`src/rtl/task_seq_pkg.sv`:
```
// Shared state encoding and field widths for the task sequencer.
package task_seq_pkg;

   localparam int unsigned DEG_W  = 6;
   localparam int unsigned MODE_W = 3;
   localparam logic [DEG_W-1:0] DEG_RST = 6'd6;

   typedef enum logic [2:0] {
      IDLE,
      WAIT_VS,
      ISSUE,
      WAIT_DONE,
      FINISH
   } seq_state_e;

endpackage

```
`src/rtl/task_sequencer_watchdog.sv`:
```
// Per-line watchdog for task_sequencer; only built when TASK_SEQ_WATCHDOG_EN is defined.
// Counts enabled cycles since the last clear and flags when TIMEOUT cycles have elapsed.
`ifdef TASK_SEQ_WATCHDOG_EN
module seq_watchdog
   import task_seq_pkg::*;
#(
   parameter int unsigned TIMEOUT = 1048576
) (
   input  logic clk_i,
   input  logic rst_ni,
   input  logic clr_i,
   input  logic en_i,
   output logic expire_o
);

   localparam int unsigned CW = $clog2(TIMEOUT + 1);

   logic [CW-1:0] cnt_q, cnt_d;

   // Saturate at the limit so a stuck enable never wraps back to zero.
   assign expire_o = en_i && (cnt_q == CW'(TIMEOUT - 1));

   always_comb begin
      cnt_d = cnt_q;
      if (clr_i)
         cnt_d = '0;
      else if (en_i && !expire_o)
         cnt_d = cnt_q + 1'b1;
   end

   always_ff @(posedge clk_i or negedge rst_ni) begin
      if (!rst_ni)
         cnt_q <= '0;
      else
         cnt_q <= cnt_d;
   end

endmodule
`endif

```
`src/rtl/task_sequencer.sv`:
```
// Per-task line sequencer: latches deg/mode, waits for vsync, hands out one line at a time,
// then flips the display bank. Optional per-line watchdog under TASK_SEQ_WATCHDOG_EN.
module task_sequencer
   import task_seq_pkg::*;
#(
   parameter int unsigned LINES   = 480,
   parameter int unsigned LW      = 9,
   parameter int unsigned TIMEOUT = 1048576
) (
   input  logic              i_clk,
   input  logic              i_rst_n,
   input  logic              i_newtask,
   input  logic [DEG_W-1:0]  i_deg,
   input  logic [MODE_W-1:0] i_mode,
   input  logic              i_vsync,
   input  logic              i_line_done,
   output logic              o_line_start,
   output logic [LW-1:0]     o_line_idx,
   output logic [DEG_W-1:0]  o_deg,
   output logic [MODE_W-1:0] o_mode,
   output logic              o_busy,
   output logic              o_frame_done,
   output logic              o_bank,
   output logic              o_err
);

   seq_state_e        state_q, state_d;
   logic [LW-1:0]     idx_q, idx_d;
   logic [DEG_W-1:0]  deg_q, deg_d, pdeg_q, pdeg_d;
   logic [MODE_W-1:0] mode_q, mode_d, pmode_q, pmode_d;
   logic              pend_q, pend_d;
   logic              busy_q, busy_d;
   logic              ls_q, ls_d;
   logic              fd_q, fd_d;
   logic              bank_q, bank_d;
   logic              vs_q;
   logic              vs_rise;
   logic              exit_frame;
   logic              wd_expire;

   assign vs_rise = i_vsync & ~vs_q;

   always_comb begin
      state_d    = state_q;
      idx_d      = idx_q;
      deg_d      = deg_q;
      mode_d     = mode_q;
      pend_d     = pend_q;
      pdeg_d     = pdeg_q;
      pmode_d    = pmode_q;
      exit_frame = 1'b0;

      case (state_q)
         IDLE: begin
            if (i_newtask) begin
               deg_d   = i_deg;
               mode_d  = i_mode;
               state_d = WAIT_VS;
            end
         end
         WAIT_VS: begin
            if (vs_rise) begin
               idx_d   = '0;
               state_d = ISSUE;
            end
         end
         ISSUE: state_d = WAIT_DONE;
         WAIT_DONE: begin
            if (i_line_done) begin
               if (idx_q == LW'(LINES - 1))
                  state_d = FINISH;
               else begin
                  idx_d   = idx_q + 1'b1;
                  state_d = ISSUE;
               end
            end else if (wd_expire)
               exit_frame = 1'b1;
         end
         FINISH: exit_frame = 1'b1;
         default: state_d = IDLE;
      endcase

      // Requests outside IDLE queue up behind the running frame; the newest one wins.
      if (i_newtask && state_q != IDLE) begin
         pend_d  = 1'b1;
         pdeg_d  = i_deg;
         pmode_d = i_mode;
      end

      if (exit_frame) begin
         if (pend_d) begin
            deg_d   = pdeg_d;
            mode_d  = pmode_d;
            pend_d  = 1'b0;
            state_d = WAIT_VS;
         end else
            state_d = IDLE;
      end

      // Outputs are registered from the next state so they line up with the state they describe.
      busy_d = (state_d != IDLE);
      ls_d   = (state_d == ISSUE);
      fd_d   = (state_d == FINISH);
      bank_d = bank_q ^ fd_d;
   end

   always_ff @(posedge i_clk or negedge i_rst_n) begin
      if (!i_rst_n) begin
         state_q <= IDLE;
         idx_q   <= '0;
         deg_q   <= DEG_RST;
         mode_q  <= '0;
         pend_q  <= 1'b0;
         pdeg_q  <= '0;
         pmode_q <= '0;
         busy_q  <= 1'b0;
         ls_q    <= 1'b0;
         fd_q    <= 1'b0;
         bank_q  <= 1'b0;
         vs_q    <= 1'b0;
      end else begin
         state_q <= state_d;
         idx_q   <= idx_d;
         deg_q   <= deg_d;
         mode_q  <= mode_d;
         pend_q  <= pend_d;
         pdeg_q  <= pdeg_d;
         pmode_q <= pmode_d;
         busy_q  <= busy_d;
         ls_q    <= ls_d;
         fd_q    <= fd_d;
         bank_q  <= bank_d;
         vs_q    <= i_vsync;
      end
   end

`ifdef TASK_SEQ_WATCHDOG_EN
   logic err_q, err_d;

   seq_watchdog #(.TIMEOUT(TIMEOUT)) u_watchdog (
      .clk_i   (i_clk),
      .rst_ni  (i_rst_n),
      .clr_i   (state_q == ISSUE),
      .en_i    (state_q == WAIT_DONE),
      .expire_o(wd_expire)
   );

   // Sticky until the control FSM issues a fresh task from IDLE.
   always_comb begin
      err_d = err_q;
      if (state_q == IDLE && i_newtask)
         err_d = 1'b0;
      else if (state_q == WAIT_DONE && !i_line_done && wd_expire)
         err_d = 1'b1;
   end

   always_ff @(posedge i_clk or negedge i_rst_n) begin
      if (!i_rst_n)
         err_q <= 1'b0;
      else
         err_q <= err_d;
   end

   assign o_err = err_q;
`else
   logic unused_timeout;
   assign unused_timeout = ^TIMEOUT;
   assign wd_expire      = 1'b0;
   assign o_err          = 1'b0;
`endif

   assign o_line_start = ls_q;
   assign o_line_idx   = idx_q;
   assign o_deg        = deg_q;
   assign o_mode       = mode_q;
   assign o_busy       = busy_q;
   assign o_frame_done = fd_q;
   assign o_bank       = bank_q;

endmodule

```
`config.mk`:
```
export PLATFORM = sky130hd
export DESIGN_NAME = task_sequencer
export DESIGN_NICKNAME = d
export VERILOG_FILES = /design/src/rtl/task_seq_pkg.sv /design/src/rtl/task_sequencer_watchdog.sv /design/src/rtl/task_sequencer.sv
export SDC_FILE = /design/constraint.sdc
export NUM_CORES = 1
export LEC_CHECK = 0
export CAP_MARGIN = 20
export CORE_UTILIZATION = 53
export DETAILED_ROUTE_END_ITERATION = 7
export PLACE_DENSITY = 0.81
export SKIP_CTS_REPAIR_TIMING = 1
export SYNTH_ARGS = -nofsm -noshare
export SYNTH_HDL_FRONTEND = slang
export SYNTH_HIERARCHICAL = 1
export SYNTH_SLANG_ARGS = --single-unit
```
`constraint.sdc`:
```
create_clock -name i_clk -period 4 [get_ports i_clk]
set_input_delay 1.2 -clock i_clk [delete_from_list [all_inputs] [get_ports i_clk]]
set_output_delay 1.2 -clock i_clk [all_outputs]
set_load 0.05 [all_outputs]
```
==> metrics <==
via count 1,292; CTS tree done; Crit Path Class reg2out; row count 19; first-pass GRT wire length 5580 um; period utilisation layout 0.721; register area share after synthesis 0.547; Seq cells post-synth 36; Die ar. ~3300 um^2; Final #Nets between 200 and 250; layout cells sized above 1 0.110; Routed Antenna Nets 0; worst hold slack roughly 470 ps; CP max stage delay 790 ps; Layout area overhead 25.4%; drt first pass iters 6; Slew HR 0.433; WP buf/inv 1; Cell Area, Synth 1650 um^2; most frequent cells in the layout 35 x clkdlybuf4s50_1, 34 x dfrtp_1, 23 x nor2_1; run status complete, but fails checks; routed vias/inst between 5 and 6; worst-path maximum fanout 2; vias in the first global route 1,240; top-level I/O count 37; initial antenna violation count 0; violation count after the first detailed-route iteration just under 60; clock skew 5.29 ps; TNS Setup 0 ps; cells along the critical path clkdlybuf4s50_1; chip width 57.8 um; WP data required roughly 2800 ps; Hold Vio Cnt, Final 0; minimum clock period around 2900 ps; DR DRC count 3; Overall Global Routing Usage 0.222; GPL Wtd Cong 0.771; syn_area_per_cell 10.9 um^2; antenna diode count 0; WL per Instance 15.2 um; total power roughly 1300 uW; MaxCap Viol Count 0; HPWL Detailed 2380 um; final instance area 2070 um^2; Synth Instances 152; Max Slew Vio Count 0; clk_lat worst skew 340 ps; crit end category output pin; clock root cell clkbuf_4; Crit path max-delay family buffers and inverters; slowest stage cell, crit path clkdlybuf4s50_1; startpoint types flip-flop; Placed Area about 2000 um^2; Sink Count 36; crit path DAT 1680 ps; number of H-tree levels 2; CTS max path bufs 2; Buffers on Ports 35; warnings from Yosys 6; fmax 0.347 GHz; commonest non-fill, non-tap cell in the layout clkdlybuf4s50_1; PwrDens 620 nW/um^2; die height 57.8 um; global route overflow 0; Tightest Pin Transition 845 ps; HP Class reg2reg; final WL 3370 um; core footprint 2850 um^2; Clk pin slew, worst setup/hold paths 100 ps; RSZ-0062 raised after global routing false; maximum number of pins on one net before global-route repair 37; total CTS buffers 5; final setup vio count 0; Leak 0.000867 uW; failing checks DRC; post-synth cell types 36; VDD IR-drop max 0.491 mV; initial core utilization 0.579; Synth Net Count 167
==> kinds of logic after synthesis <==
kind of cell    Yosys count  synth area share
simple gates             69             0.220
flops                    36             0.547
buf+inv                   9            0.0326
compound gates           19            0.0818
xor+xnor                  1           0.00530
other cells               1           0.00227
mux                      16             0.104
fa+ha+maj                 1           0.00757
==> Yosys cell counts <==
| master | number | area share |
|---|---|---|
| nor4_4 | 1 | 0.013 |
| inv_1 | 3 | 0.0068 |
| a32o_1 | 1 | 0.0061 |
| nor4b_1 | 1 | 0.0053 |
| nand3b_1 | 1 | 0.0045 |
| nor2b_1 | 1 | 0.0038 |
| and3b_1 | 1 | 0.0053 |
| clkbuf_1 | 2 | 0.0045 |
| o31ai_2 | 1 | 0.0076 |
| mux2_2 | 9 | 0.061 |
| nand3_1 | 4 | 0.012 |
| buf_6 | 2 | 0.014 |
| buf_4 | 1 | 0.0045 |
| xor2_1 | 1 | 0.0053 |
| a211o_1 | 1 | 0.0053 |
| nand2_1 | 12 | 0.027 |
| dfrtp_1 | 34 | 0.51 |
| o21bai_1 | 1 | 0.0045 |
| dfstp_2 | 2 | 0.032 |
| nand4b_1 | 1 | 0.0053 |
| nand2b_1 | 8 | 0.030 |
| o31ai_1 | 2 | 0.0091 |
| or3b_1 | 1 | 0.0053 |
| buf_2 | 1 | 0.0030 |
| or3_1 | 2 | 0.0076 |
| o22ai_1 | 10 | 0.038 |
| mux2i_1 | 7 | 0.042 |
| ha_1 | 1 | 0.0076 |
| nor3_1 | 3 | 0.0091 |
| nor4_1 | 8 | 0.030 |
| conb_1 | 1 | 0.0023 |
| nand4_1 | 1 | 0.0038 |
| nor2_1 | 23 | 0.052 |
| o2bb2ai_1 | 1 | 0.0053 |
| a21oi_1 | 2 | 0.0061 |
| and4_1 | 1 | 0.0053 |
==> metrics by stage <==
stage,instances,util,setup slack [ps]
detailed placement,214,0.706,873
CTS,222,0.727,1100
global placement,214,0.706,938
global route,222,0.727,1080
finish,222,0.727,1120
floorplan,152,-,1510
==> metal layers <==
layer  part of all wire  GRT usage  vias to the layer above
met3              0.048     0.0491                        8
met2               0.51      0.368                       39
met5                  0          0                        -
met4              0.019      0.102                        0
met1               0.42      0.280                      624
li1                   -          -                      621
==> final timing paths <==
| path | start | endpoint | slack (ps) | depth (start not counted) |
|---|---|---|---|---|
| worst max-delay path | o_deg[2] | o_deg[2] | 1120 | 1 |
| min in group asynchronous | i_rst_n | pmode_q[2] | 1260 | 2 |
| max in group asynchronous | i_rst_n | o_deg[1] | 2400 | 2 |
| worst min register to register | o_bank | o_bank | 470 | 1 |
| worst min-delay path | o_bank | o_bank | 470 | 1 |
| worst max register to register | o_line_idx[0] | o_busy | 1860 | 5 |
==> cell type report <==
class / instances / area [um^2]
inverter: 3 / 11.3
clock buffer: 8 / 58.8
fill: 206 / 779
multi-input combinational: 107 / 696
tap: 31 / 38.8
timing repair buffer: 37 / 365
sequential: 36 / 903
==> sequential cells by signal, indices dropped and copies added, names as in the netlist <==
name,cells
o_line_start,1
o_bank,1
pmode_q,3
o_line_idx,9
pdeg_q,6
o_deg,6
vs_q,1
o_mode,3
o_frame_done,1
o_busy,1
pend_q,1
state_q,3
==> power breakdown <==
group / internal [uW] / total (uW) / leakage (uW) / switching [uW]
clock network: 86.7 / 201 / 0.0000326 / 114
logic: 191 / 559 / 0.000409 / 368
registers: 455 / 525 / 0.000425 / 70.1
Power figures use the tool's default switching activity.
